===== src/rtl/ipsxe_floating_point_sqrt_iter_v1_0.sv =====
// Iterative restoring square root of an aligned significand, BITS_PER_CYCLE root
// bits per clock, with valid/ready handshakes on both sides and a sideband tag.
module ipsxe_floating_point_sqrt_iter_v1_0 #(
  parameter int unsigned MANTISSA_SIZE  = 52,
  parameter int unsigned BITS_PER_CYCLE = 1,
  parameter int unsigned TAG_W          = 8
) (
  input  logic                     i_clk,
  input  logic                     i_rst,
  input  logic                     i_valid,
  output logic                     o_ready,
  input  logic                     i_is_exp_odd,
  input  logic [MANTISSA_SIZE-1:0] i_man,
  input  logic [TAG_W-1:0]         i_tag,
  output logic                     o_valid,
  input  logic                     i_ready,
  output logic [MANTISSA_SIZE+1:0] o_root,
  output logic                     o_sticky,
  output logic [TAG_W-1:0]         o_tag
);

  localparam int unsigned ROOT_W = MANTISSA_SIZE + 2;
  localparam int unsigned RAD_W  = 2 * ROOT_W;
  localparam int unsigned REM_W  = ROOT_W + 2;
  localparam int unsigned WIDE_W = REM_W + 2;
  localparam int unsigned ITER   = ROOT_W / BITS_PER_CYCLE;
  localparam int unsigned CNT_W  = $clog2(ITER + 1);

  if ((ROOT_W % BITS_PER_CYCLE) != 0) begin : g_bad_cfg
    $error("MANTISSA_SIZE+2 must be divisible by BITS_PER_CYCLE");
  end

  typedef enum logic [1:0] {
    S_IDLE,
    S_BUSY,
    S_DONE
  } state_t;

  state_t             state;
  logic [RAD_W-1:0]   rad_q;
  logic [REM_W-1:0]   rem_q;
  logic [ROOT_W-1:0]  root_q;
  logic [CNT_W-1:0]   cnt_q;
  logic [TAG_W-1:0]   tag_q;

  logic [ROOT_W-1:0]  align_c;
  logic [RAD_W-1:0]   rad_n;
  logic [REM_W-1:0]   rem_n;
  logic [ROOT_W-1:0]  root_n;
  logic [WIDE_W-1:0]  wide;
  logic [WIDE_W-1:0]  trial;

  // Odd exponents keep the significand in [1,2), even ones double it into [2,4).
  assign align_c = i_is_exp_odd ? {2'b01, i_man} : {1'b1, i_man, 1'b0};

  // BITS_PER_CYCLE unrolled restoring steps, each consuming two radicand bits.
  always_comb begin
    rad_n  = rad_q;
    rem_n  = rem_q;
    root_n = root_q;
    wide   = '0;
    trial  = '0;
    for (int i = 0; i < int'(BITS_PER_CYCLE); i++) begin
      wide  = {rem_n, rad_n[RAD_W-1 -: 2]};
      trial = WIDE_W'({root_n, 2'b01});
      if (wide >= trial) begin
        wide   = wide - trial;
        root_n = {root_n[ROOT_W-2:0], 1'b1};
      end else begin
        root_n = {root_n[ROOT_W-2:0], 1'b0};
      end
      rem_n = REM_W'(wide);
      rad_n = {rad_n[RAD_W-3:0], 2'b00};
    end
  end

  always_ff @(posedge i_clk) begin
    if (i_rst) begin
      state    <= S_IDLE;
      rad_q    <= '0;
      rem_q    <= '0;
      root_q   <= '0;
      cnt_q    <= '0;
      tag_q    <= '0;
      o_ready  <= 1'b0;
      o_valid  <= 1'b0;
      o_root   <= '0;
      o_sticky <= 1'b0;
      o_tag    <= '0;
    end else begin
      case (state)
        S_IDLE: begin
          if (o_ready && i_valid) begin
            rad_q   <= {align_c, ROOT_W'(0)};
            rem_q   <= '0;
            root_q  <= '0;
            tag_q   <= i_tag;
            cnt_q   <= CNT_W'(ITER);
            o_ready <= 1'b0;
            state   <= S_BUSY;
          end else begin
            o_ready <= 1'b1;
          end
        end
        S_BUSY: begin
          rad_q  <= rad_n;
          rem_q  <= rem_n;
          root_q <= root_n;
          cnt_q  <= cnt_q - CNT_W'(1);
          // All radicand bits are consumed here, so the remainder is exact.
          if (cnt_q == CNT_W'(1)) begin
            o_valid  <= 1'b1;
            o_root   <= root_n;
            o_sticky <= |rem_n;
            o_tag    <= tag_q;
            state    <= S_DONE;
          end
        end
        S_DONE: begin
          if (i_ready) begin
            o_valid <= 1'b0;
            o_ready <= 1'b1;
            state   <= S_IDLE;
          end
        end
        default: state <= S_IDLE;
      endcase
    end
  end

endmodule


===== config.mk =====
export PLATFORM = sky130hd
export DESIGN_NAME = ipsxe_floating_point_sqrt_iter_v1_0
export DESIGN_NICKNAME = d
export VERILOG_FILES = /design/src/rtl/ipsxe_floating_point_sqrt_iter_v1_0.sv
export SDC_FILE = /design/constraint.sdc
export NUM_CORES = 1
export LEC_CHECK = 0
export CAP_MARGIN = 25
export CORE_UTILIZATION = 40
export CTS_BUF_LIST = sky130_fd_sc_hd__clkbuf_4
export DETAILED_ROUTE_END_ITERATION = 10
export HOLD_SLACK_MARGIN = 0.08
export PLACE_DENSITY = 0.66
export SLEW_MARGIN = 20
export SYNTH_ARGS = -nofsm -noshare
export SYNTH_HDL_FRONTEND = slang
export SYNTH_SLANG_ARGS = --single-unit

===== constraint.sdc =====
create_clock -name i_clk -period 8.3 [get_ports i_clk]
set_clock_uncertainty 0.1 [all_clocks]
set_input_delay 0.83 -clock i_clk [delete_from_list [all_inputs] [get_ports i_clk]]
set_output_delay 0.83 -clock i_clk [all_outputs]
set_load 0.02 [all_outputs]

Word-level counts from Yosys, hierarchy flattened
Index checks and enable logic that the tools add are counted.

ROM bits: 0. Memories: 0. Logic and storage cells: 53. Memory bits (writable): 0. Bits in latches: 0. Register bits after elaboration: 299. Output and inout bits: 65.

$add $sub $neg: 2. Eq/ne operators: 6. Multiplexer cells: 21. Bitwise gates (word level): 0. Divide/modulo/power cells: 0. Reduce and logical (&&, ||, !) cells: 12. $mul: 0. Shift-type cells: 0. Magnitude comparators: 1.

Operators by type and width (number): one-hot mux 108 bit (2 select lines) (1); 2-to-1 mux 56 bit (2); one-hot mux 56 bit (2 select lines) (1); 2-to-1 mux 108 bit (1); 2-to-1 mux 54 bit (2); one-hot mux 54 bit (2 select lines) (1); greater-or-equal comparator 58 x 56 -> 1 bit (1); OR reduction 56 bit (1); subtractor 56 bit (1); one-hot mux 6 bit (2 select lines) (1); AND reduction 2 bit (4); equality test 6 x 1 -> 1 bit, second input constant (1); 2-to-1 mux 2 bit (3); 2-to-1 mux 6 bit (1); inequality test 2 bit, second input constant (3); one-hot mux 2 bit (3 select lines) (1); AND reduction 3 bit (2); nonzero test 2 bit (3); subtractor 6 x 1 -> 6 bit, second input constant (1); 2-to-1 mux 1 bit (5); one-hot mux 1 bit (2 select lines) (2); equality test 2 x 1 -> 1 bit, second input constant (1); equality test 2 bit, second input constant (1); logical NOT 2 bit (1); logical AND 1 bit (1).

Longest topological paths before layout
Depth in word-level cells: 3. Mapped depth: 16. Depth with buffers taken out: 14.

Worst setup path after synthesis
OpenSTA, ideal clock, no wires.

Path type: flip-flop to flip-flop. Start: register root_q[1]. End: register o_sticky. Stages on the path, launching flop included: 15. Setup time: 119 ps. Path buffers: 0. Data arrival time: 3394 ps. Clock period less this slack: 3612 ps. Slack: 4688 ps. Cells stage by stage: dfxtp_1 inv_1 ha_1 o211ai_1 o21ai_1 a41oi_2 o31ai_1 xor2_1 or3_1 or4_4 o41ai_2 nand4_1 nor4_1 nand4b_1 o221a_1.

Word-level cells in the longest chain between the ends: 3. Elaborated cells on any way between the ends: 4. Those cells by class: add/sub (1); order compare (1); mux (1); reduce/logical (1).

RTL lines: from (decl) (line 42) `logic [ROOT_W-1:0] root_q;`; from (signal assigned) (line 108) `root_q <= root_n;`; subtractor 56 bit or greater-or-equal comparator 58 x 56 -> 1 bit (tied branches) (line 67, 66); 2-to-1 mux 56 bit * (line 66) `if (wide >= trial) begin`; OR reduction 56 bit * (line 114) `o_sticky <= |rem_n;`; to (signal assigned) (line 114); to (decl) (line 18) `output logic o_sticky,`.

Every way passes the cells marked *; elsewhere a longest branch is shown, timed or not. A chain may end at the register's enable or synchronous reset.

Final worst setup path
Start: register rem_q[35]. End: register o_sticky.

Word-level cells in the longest chain between the ends: 3. Elaborated cells on any way between the ends: 4. Those cells by class: add/sub (1); order compare (1); mux (1); reduce/logical (1).

RTL lines: from (decl) (line 41) `logic [REM_W-1:0] rem_q;`; from (signal assigned) (line 107) `rem_q <= rem_n;`; subtractor 56 bit or greater-or-equal comparator 58 x 56 -> 1 bit (tied branches) (line 67, 66); 2-to-1 mux 56 bit * (line 66); OR reduction 56 bit * (line 114).

Marks and branches as above.

==> impl_results.md <==
* Initial antenna violation count at 1
* Initial DRC count at 1193
* Largest net degree at the start of global routing at 140
* Final #Nets at 2121
* Type of the worst setup path: register to register
* Layout cells sized above 1 at 0.07963
* H-tree lvl count at 3
* Final setup fails at 0
* Clock transition at path regs at 0.06 ns
* Die W at 189.9 um
* Most frequent cells in the layout: 332 x nand2_1, 279 x a21oi_1, 245 x dfxtp_1
* RSZ-0062 raised after global routing: false
* Synth Register Bits at 245
* Final hold violations at 0
* Clock sink count at 245
* Hold buffers post-CTS at 0
* DP Cell Count at 2376
* Detailed placement HPWL at 31.70 mm
* Vias in the first global route at 13580
* TritonRoute pass-1 iters at 8
* Per-cell routed wire length at 18.42 um
* EDFF count, synth at 0
* Sequential share of the synthesized area at 0.3472
* Yosys warning total at 0
* Most common flop cell mapped by yosys: dfxtp_1
* Min-delay worst type: register to register
* GR Overflow Total at 0
* CTS buffer count at 73
* Post-synth ARST share at 0
* Syn Area/Cell at 7.357 um2
* Final wirelength at 46.11 mm
* R2R depth at 14
* Area of the core at 0.03463 mm2
* Hold path cells at 2
* Tcrit/Tclk final at 0.6031
* Vias/cell at 5.697
* Most frequent CP cell: nor4_1
* Status: complete, no violations
* Routed Antenna Nets at 0
* Row cnt at 68
* Post-DP Area at 0.01559 mm2
* Final Max Slew Viols at 0
* Syn nets at 2043
* Final Hold Slack at 0.3482 ns
* Die span in y at 189.9 um
* Total track usage at 0.2541
* Commonest non-fill, non-tap cell in the layout: nand2_1
* # IOs at 130
* Die ar. at 0.03607 mm2
* Clock Latency Late Sink at 0.73 ns
* Synth cell types at 73
* GPL Wtd Cong at 0.9371
* Fillers at 3538
* Critical path endpoint category: register
* Slew HR at 0.3514
* Req. time, crit path at 8.81 ns
* Max-capacitance violation count at 0
* Fmax at 199.8 MHz
* Area Growth Syn to Fin at 17.20%
* R2R setup slack at 3.29 ns
* # Post-CTS Setup Buffers at 0
* Max Buffers Root-to-Sink at 3
* Setup crit start kind: register
* Via count at 14260
* Post-Syn Instances at 1920
* Worst slew pin tran at 0.9729 ns
* Peak fanout along the critical path at 35
* Post-CTS resize count at 0
* Setup TNS Final at 0 ns
* Clock tree from TritonCTS: yes
* Crit path DAT at 5.52 ns
* Port buffer count at 129
* Non-filler cells, final at 2503
* Crit path max-delay cell type: a2111oi_2
* Syn Std Cell Area at 0.01412 mm2
* Crit path largest cell delay at 0.70 ns
* DRC viols at 0
* Design area at 0.01655 mm2
* Root Buffer Master: clkbuf_4
* Initial core utilization at 0.4079
* First-pass GRT wire length at 73.51 mm
* CP Cell Sequence: ha_1, a21o_1, o21bai_1, a21oi_1, nor4_1, a2111oi_2, nand2_1, buf_4, mux2i_1, o2111a_1, nand4_1, nor4_1, nand4b_1, o221a_1
* Final worst path period need at 5.005 ns
[registers in the layout (all words and copies together), names as in the netlist]
signal and count:
rem_q 56, o_root 54, rad_q 54, root_q 54, o_tag 8, tag_q 8
cnt_q 6, state 2, o_ready 1, o_sticky 1, o_valid 1
[logic make-up after synthesis]
family	count (synthesis)	synth area share
AND/OR/NAND/NOR	755	0.2353
AO/OA/AOI/OAI	551	0.2419
flip-flops	245	0.3472
buffers and inverters	214	0.05953
adder cells (fa/ha/maj)	58	0.05138
multiplexers	50	0.03552
XOR/XNOR	47	0.02914
[area by class of cell]
| class | instances | area, um2 | share of cell area |
|---|---|---|---|
| antenna | 1 | 2.502 | 0.0001512 |
| timing repair buffer | 143 | 1445 | 0.08730 |
| tap | 455 | 569.3 | 0.03439 |
| sequential | 245 | 4905 | 0.2963 |
| inverter | 74 | 277.8 | 0.01678 |
| clock inverter | 16 | 107.6 | 0.006500 |
| multi-input combinational | 1461 | 8437 | 0.5096 |
| clock buffer | 108 | 810.8 | 0.04898 |
[metrics by stage]
step / util / setup slack, ns
floorplan: - / 4.688
global placement: 0.4493 / 3.749
detailed placement: 0.4501 / 3.482
CTS: 0.4766 / 3.470
global route: 0.4781 / 3.084
finish: 0.4781 / 3.295
[path summary, 6_finish.rpt]
check | from | to
setup / recovery | rem_q[35]$_SDFFE_PP0P_ | o_sticky$_SDFFE_PP0P_
hold / removal | tag_q[7]$_SDFFE_PP0P_ | o_tag[7]$_SDFFE_PP0P_
setup reg to reg | rem_q[35]$_SDFFE_PP0P_ | o_sticky$_SDFFE_PP0P_
hold reg to reg | tag_q[7]$_SDFFE_PP0P_ | o_tag[7]$_SDFFE_PP0P_
[synthesized netlist by cell type (4+ instances only)]
library cell  number  area (um2)
a211oi_1          10       75.07
a21boi_0           9       67.56
a21o_1            23       172.7
a21oi_1          279        1396
a221oi_1          46       402.9
a22oi_1           29       217.7
a31oi_1           13       81.33
and2_1             6       37.54
and3_1            12       75.07
and3b_1            4       35.03
buf_1             22       82.58
buf_2             21       105.1
clkbuf_1          94       352.8
dfxtp_1          245        4905
ha_1              58       725.7
inv_1             74       277.8
mux2i_1           49       490.5
nand2_1          332        1246
nand2b_1           7       43.79
nand3_1           78       390.4
nand4_1           28       175.2
nor2_1           213       799.5
nor3_1            25       125.1
nor4_1            15       93.84
o211ai_1          11       82.58
o21a_1             6       45.04
o21ai_0           59       295.3
o21ai_1            6       30.03
o21bai_1           9       67.56
o31a_1             6       52.55
o31ai_1            7       52.55
or2_2              6       37.54
or3_1              7       43.79
or4_1              7       52.55
xnor2_1           17       148.9
xor2_1            30       262.8
[layer usage]
metal  vias up  share of wire  GRT usage
li1       6973              -          -
met4         0          0.022    0.08406
met1      6721           0.44     0.3283
met5         -              0          0
met2       479           0.48     0.4239
met3        86          0.060    0.04667
[critical path: cells and delay by family (launching register included)]
kind	cells	cell delay, ns
AO/OA/AOI/OAI	6	1.97
adder cells (fa/ha/maj)	1	0.35
buffers and inverters	1	0.46
flip-flops	1	0.46
multiplexers	1	0.30
AND/OR/NAND/NOR	5	1.22
Power is not shown: default switching activity piles up to over one toggle a cycle in this logic, so the estimate is an artifact.
